### config.mk
export PLATFORM = sky130hd
export DESIGN_NAME = div_seq_ctrl
export DESIGN_NICKNAME = d
export VERILOG_FILES = /design/src/rtl/div_seq_ctrl.sv
export SDC_FILE = /design/constraint.sdc
export NUM_CORES = 1
export LEC_CHECK = 0
export CORE_UTILIZATION = 40
export CTS_CLUSTER_DIAMETER = 150
export CTS_CLUSTER_SIZE = 10
export DETAILED_ROUTE_END_ITERATION = 16
export GPL_TIMING_DRIVEN = 0
export PLACE_DENSITY_LB_ADDON = 0.1
export SYNTH_ARGS = -nofsm -noshare
export SYNTH_HDL_FRONTEND = slang
export SYNTH_SLANG_ARGS = --single-unit
### constraint.sdc
create_clock -name clk -period 2.9 [get_ports clk]
set_input_delay 0.58 -clock clk [delete_from_list [all_inputs] [get_ports clk]]
set_output_delay 0.58 -clock clk [all_outputs]
set_load 0.05 [all_outputs]
### src/rtl/div_seq_ctrl.sv
// Sequential restoring divider: one shift-subtract step per clock, registered
// quotient/remainder with a single-cycle done pulse and divide-by-zero flag.
module div_seq_ctrl #(
  parameter int unsigned size = 8
) (
  input  logic            clk,
  input  logic            rst_n,
  input  logic            start,
  input  logic [size-1:0] a,
  input  logic [size-1:0] b,
  output logic            busy,
  output logic            done,
  output logic            div_zero,
  output logic [size-1:0] consult,
  output logic [size-1:0] remainder
);

  localparam int unsigned CW = (size > 2) ? $clog2(size) : 1;
  localparam logic [CW-1:0] LAST = CW'(size - 1);

  typedef enum logic {IDLE, RUN} state_t;

  state_t          state_q;
  logic [CW-1:0]   cnt_q;
  logic [size-1:0] b_q;
  logic [size:0]   r_q;
  logic [size-1:0] q_q;
  logic            busy_q, done_q, dz_q;
  logic [size-1:0] cons_q, rem_q;

  logic [size:0]   t_d, r_d;
  logic [size-1:0] q_d;
  logic            ge_d;

  // One restoring step; all arithmetic kept at size+1 bits.
  always_comb begin
    t_d  = {r_q[size-1:0], q_q[size-1]};
    ge_d = (t_d >= {1'b0, b_q});
    r_d  = ge_d ? (t_d - {1'b0, b_q}) : t_d;
    q_d  = {q_q[size-2:0], ge_d};
  end

  always_ff @(posedge clk) begin
    if (!rst_n) begin
      state_q <= IDLE;
      cnt_q   <= '0;
      b_q     <= '0;
      r_q     <= '0;
      q_q     <= '0;
      busy_q  <= 1'b0;
      done_q  <= 1'b0;
      dz_q    <= 1'b0;
      cons_q  <= '0;
      rem_q   <= '0;
    end else begin
      done_q <= 1'b0;
      case (state_q)
        IDLE: begin
          if (start) begin
            b_q     <= b;
            q_q     <= a;
            r_q     <= '0;
            cnt_q   <= '0;
            dz_q    <= 1'b0;
            busy_q  <= 1'b1;
            state_q <= RUN;
          end
        end
        RUN: begin
          // Zero divisor finishes on the first RUN edge; q_q still holds a.
          if (b_q == '0) begin
            cons_q  <= '1;
            rem_q   <= q_q;
            dz_q    <= 1'b1;
            done_q  <= 1'b1;
            busy_q  <= 1'b0;
            state_q <= IDLE;
          end else begin
            r_q   <= r_d;
            q_q   <= q_d;
            cnt_q <= cnt_q + CW'(1);
            if (cnt_q == LAST) begin
              cons_q  <= q_d;
              rem_q   <= r_d[size-1:0];
              done_q  <= 1'b1;
              busy_q  <= 1'b0;
              state_q <= IDLE;
            end
          end
        end
        default: state_q <= IDLE;
      endcase
    end
  end

  assign busy      = busy_q;
  assign done      = done_q;
  assign div_zero  = dz_q;
  assign consult   = cons_q;
  assign remainder = rem_q;

endmodule
-- Word-level counts from Yosys, hierarchy flattened
Cells that the tools add are included.
- ROM bits: 0
- bits in latches: 0
- output and inout port bits: 19
- logic and storage cells: 54
- memories kept: 0
- flip-flop bits (word level): 47
- bits in writable memories: 0
- input bits: 19
- bitwise logic cells: 1
- eq/ne operators: 5
- reductions and logical operators: 8
- shifts and indexed selects: 0
- div/mod/pow operators: 0
- multipliers: 0
- multiplexer cells: 27
- order comparisons: 1
- $add $sub $neg: 2
- operators with widths (kind ; count):
    $mux 8 ; 9
    $pmux 8 s2 ; 2
    $reduce_and 2->1 ; 6
    $mux 1 ; 10
    $ge 9x8->1 ; 1
    $logic_not 8->1 ; 1
    $sub 8x8->8 ; 1
    $mux 3 ; 2
    $pmux 1 s2 ; 3
    $pmux 3 s2 ; 1
    $ne 2x2->1 const B ; 2
    $add 3x1->3 const B ; 1
    $eq 3x3->1 const B ; 1
    $ne 3x1->1 const B ; 1
    $ne 2x1->1 const B ; 1
    $reduce_bool 2->1 ; 1
    $not 1->1 ; 1

-- Depth between registers and ports, before layout
- word-level depth: 4
- gate-level depth with buffers: 10
- gate-level depth less buffers: 10

-- Worst setup path after synthesis
Ideal clock, no wire load.
- path type: reg2reg
- start: reg b_q[2]
- end: reg r_q[7]
- arrival: 1927 ps
- library setup time: 122 ps
- setup slack: 851 ps
- required time: 2778 ps
- stages on the path, launching flop included: 10
- cells stage by stage: dfxtp_1 -> inv_1 -> ha_1 -> clkbuf_1 -> a21oi_1 -> nand2_1 -> o221ai_2 -> nand2_1 -> and4b_1 -> a221o_1
- longest elaborated chain between the ends: 4
- elaborated cells between the ends (all ways): 8
- those cells by class: 1 x add/sub; 1 x order compare; 1 x eq/ne; 3 x mux; 2 x reduce/logical
- RTL lines (item ; line ; RTL):
    start: declaration ; 25 ; logic [size-1:0] b_q;
    start signal: assignment ; 47 ; b_q <= '0;
    start signal: assignment ; 60 ; b_q <= b;
    $sub 8x8->8 or $ge 9x8->1 (tied branches) ; 39, 38 ;
    $mux 8 ; 39 ; r_d = ge_d ? (t_d - {1'b0, b_q}) : t_d;
    $mux 8 ; 71 ; if (b_q == '0) begin
    $pmux 8 s2 ; 57 ; case (state_q)
    end signal: assignment ; 79 ; r_q <= r_d;
    end: declaration ; 26 ; logic [size:0] r_q;
Several ways; a longest one is shown, not always the timed one. The select of a mux whose other input is x is not followed.
A chain may end at the register's enable or synchronous reset.

-- Final worst setup path
- start: reg b_q[2]
- end: reg r_q[5]
Same word-level chain as after synthesis.

==> metrics.md <==
| Metric | Value |
|---|---|
| Outcome | `complete, no violations` |
| Setup TNS | `0 ns` |
| WL final | `6.40 mm` |
| Initial DRT Pass Iterations | `4` |
| Maximum vdd drop | `0.000269 V` |
| Hold Crit Depth | `2` |
| Synthesized instance count | `271` |
| # hold bufs at CTS | `0` |
| #FFs+latches synth | `47` |
| Layout Nets | `345` |
| Maximum clock rate | `411 MHz` |
| Setup violations, final | `0` |
| Crit path kind | `reg2reg` |
| Largest net degree at the start of global routing | `17` |
| Max-Cap Viols | `0` |
| Final period util | `83.9%` |
| Post-route DRC violation count | `0` |
| Share of the synthesized area in the top cell type | `40.0%` |
| Post-CTS setup buffer count | `0` |
| Post-route setup slack | `0.468 ns` |
| Fill cells | `530` |
| Worst Path Max Fanout | `8` |
| RR Startpoint | `b_q[2]` |
| CP required | `3.14 ns` |
| Yosys warning total | `0` |
| Tot GR Track Use | `22.6%` |
| Slew Limit Headroom | `38.9%` |
| Worst r2r path cells | `9` |
| Clk buf depth | `2` |
| Initial antenna violation count | `0` |
| Synthesized area per cell | `8.67 um^2` |
| GRT Residual Overflow | `0` |
| Synth area leaders | `dfxtp_1, ha_1, a21oi_1` |
| Fin. Hold Viols | `0` |
| Cts bufs inserted | `5` |
| Syn nets | `301` |
| Setup Skew | `0.0160 ns` |
| # clock sinks | `47` |
| RSZ-0062 raised after global routing | `no` |
| Die X | `78.6 um` |
| PD cells | `641 nW/um^2` |
| Row count | `27` |
| Full die area | `6190 um^2` |
| Distinct cells, synth | `49` |
| Hold path start | `div_zero` |
| Share of cells above drive strength 1 | `7.28%` |
| Vias in the first global route | `2099` |
| Largest area contributor in the netlist | `dfxtp_1` |
| Worst Setup SP | `b_q[2]` |
| First-pass GRT wire length | `10.7 mm` |
| CTS tree | `done` |
| Worst path arrival time | `2.68 ns` |
| Starting Density | `42.2%` |
| Syn Std Cell Area | `2350 um^2` |
| WL per Instance | `16.5 um` |
| Number of flops mapped to enable cells by yosys | `0` |
| Die Y-Extent | `78.6 um` |
| Clk Latency, worst-skew pair | `0.31 ns` |
| Placer congestion estimate | `0.883` |
| Routed vias | `2210` |
| Pre-CTS WS | `0.372 ns` |
| Core Box Area | `5570 um^2` |
| Leak | `1.13 nW` |
| Ports | `38` |
| CTS root buffer | `clkbuf_8` |
| Area Overhead vs Synth | `24.5%` |
| Final ANT Viol Nets | `0` |
| Critical Path Sink Type | `register` |
| Ant. Diodes | `0` |
| Initial DRC count | `190` |
| Dpl hpwl | `4.78 mm` |
| Async S/R FF share, synth | `0%` |
| DR vias/cell | `5.70` |
| Tmin final | `2.43 ns` |
| Worst-path clk slew | `0.09 ns` |
| H-tree Lvls | `2` |
| Hold WC Path Type | `reg2reg` |
| Buffers added on ports | `37` |
| Seq/Total Area, Yosys | `40.0%` |
| Max Slew Vio Count | `0` |
| Post-synth top flop | `dfxtp_1` |
| Startpoint types | `register` |
| Worst slew pin tran | `0.906 ns` |
| PostCTS Resize Cnt | `0` |
-- logic make-up (layout without fill, tap and decap cells) --
logic type	after synthesis	after routing	synth area share [%]
AND/OR/NAND/NOR	88	88	18.9
AO/OA/AOI/OAI	86	86	25.0
flip-flops	47	47	40.0
buffers and inverters	27	72	5.01
adder cells (fa/ha/maj)	11	11	6.18
multiplexers	7	7	2.98
XOR/XNOR	5	5	1.86
-- layer usage --
| metal | vias to the layer above | track usage (%) | part of all wire [%] |
|---|---|---|---|
| li1 | 1085 | - | - |
| met1 | 1042 | 31.5 | 48 |
| met2 | 68 | 34.6 | 45 |
| met3 | 15 | 3.84 | 4.8 |
| met4 | 0 | 8.52 | 2.4 |
| met5 | - | 0 | 0 |
-- flip-flops by register name (all words and copies together) (netlist names) --
| name | count |
|---|---|
| b_q | 8 |
| busy | 1 |
| cnt_q | 3 |
| consult | 8 |
| div_zero | 1 |
| done | 1 |
| q_q | 8 |
| r_q | 8 |
| remainder | 8 |
| state_q | 1 |
-- stage by stage --
stage | cell area, um^2 | hold slack [ns] | instances | util (%) | total power, mW
4_1_cts | 2930 | 0.476 | 388 | 52.5 | 1.88
6_report | 2930 | 0.471 | 388 | 52.5 | 1.87
3_3_place_gp | 2810 | 0.450 | 380 | 50.4 | 1.38
2_1_floorplan | 2350 | 0.444 | 271 | - | 1.20
5_1_grt | 2930 | 0.490 | 388 | 52.5 | 1.98
3_5_place_dp | 2810 | 0.457 | 380 | 50.4 | 1.39
-- worst paths after layout --
path	slack [ns]	end
setup / recovery	0.47	r_q[5]
hold / removal	0.47	div_zero
setup reg to reg	0.47	r_q[5]
hold reg to reg	0.47	div_zero
-- cells in the mapped netlist, types with 4 or more instances --
library cell / instances
o22ai_1: 9
a21oi_1: 23
a221o_1: 6
ha_1: 10
nor2_1: 25
nand3_1: 9
o221ai_1: 6
and3_1: 4
a21o_1: 4
buf_2: 4
nand2_1: 26
a211oi_1: 10
a31oi_1: 5
dfxtp_1: 47
mux2i_1: 7
o21ai_0: 10
clkbuf_1: 9
inv_1: 10
-- worst max-delay path: stages (launching register included) --
cell,delay (ns)
dfxtp_1,0.38
inv_1,0.07
ha_1,0.28
clkbuf_1,0.18
a21oi_1,0.16
nand2_1,0.11
o221ai_2,0.31
nand2_1,0.27
nor2_1,0.39
a221o_1,0.22
-- final cells by class --
type	instances	area (um^2)	area share [%]
plain buffers	17	80.1	2.74
clock buffers	5	68.8	2.35
clock inverters	3	46.3	1.58
inverters	10	37.5	1.28
multi-input cells	197	1290	44.1
flip-flops and latches	47	941	32.2
well taps	72	90.1	3.08
repair buffers	37	370	12.7
-- cells in the final DEF (no fill, tap or decap), types with 2 or more instances in the layout --
cell type and count:
o22ai_1 9, o21a_1 2, clkbuf_1 9, and4b_1 3, ha_1 10, buf_1 2, xor2_1 3, a21oi_1 23
clkbuf_8 5, nor2b_1 3, nand3_1 9, o221ai_1 6, dfxtp_1 47, inv_1 10, nor3_1 3, o21ai_0 10
nand2_1 26, xnor2_1 2, a211oi_1 10, and3_1 4, a221o_1 6, buf_2 4, a22oi_1 2, and2_1 2
clkdlybuf4s50_1 37, mux2i_1 7, a21o_1 4, nor2_1 25, a31oi_1 5, nand3b_1 3, nor4_2 2
-- report_power, final --
| part | internal, mW | switching (mW) |
|---|---|---|
| clock | 0.260 | 0.237 |
| combinational | 0.239 | 0.381 |
| sequential | 0.703 | 0.0538 |
Power figures use the tool's default switching activity.
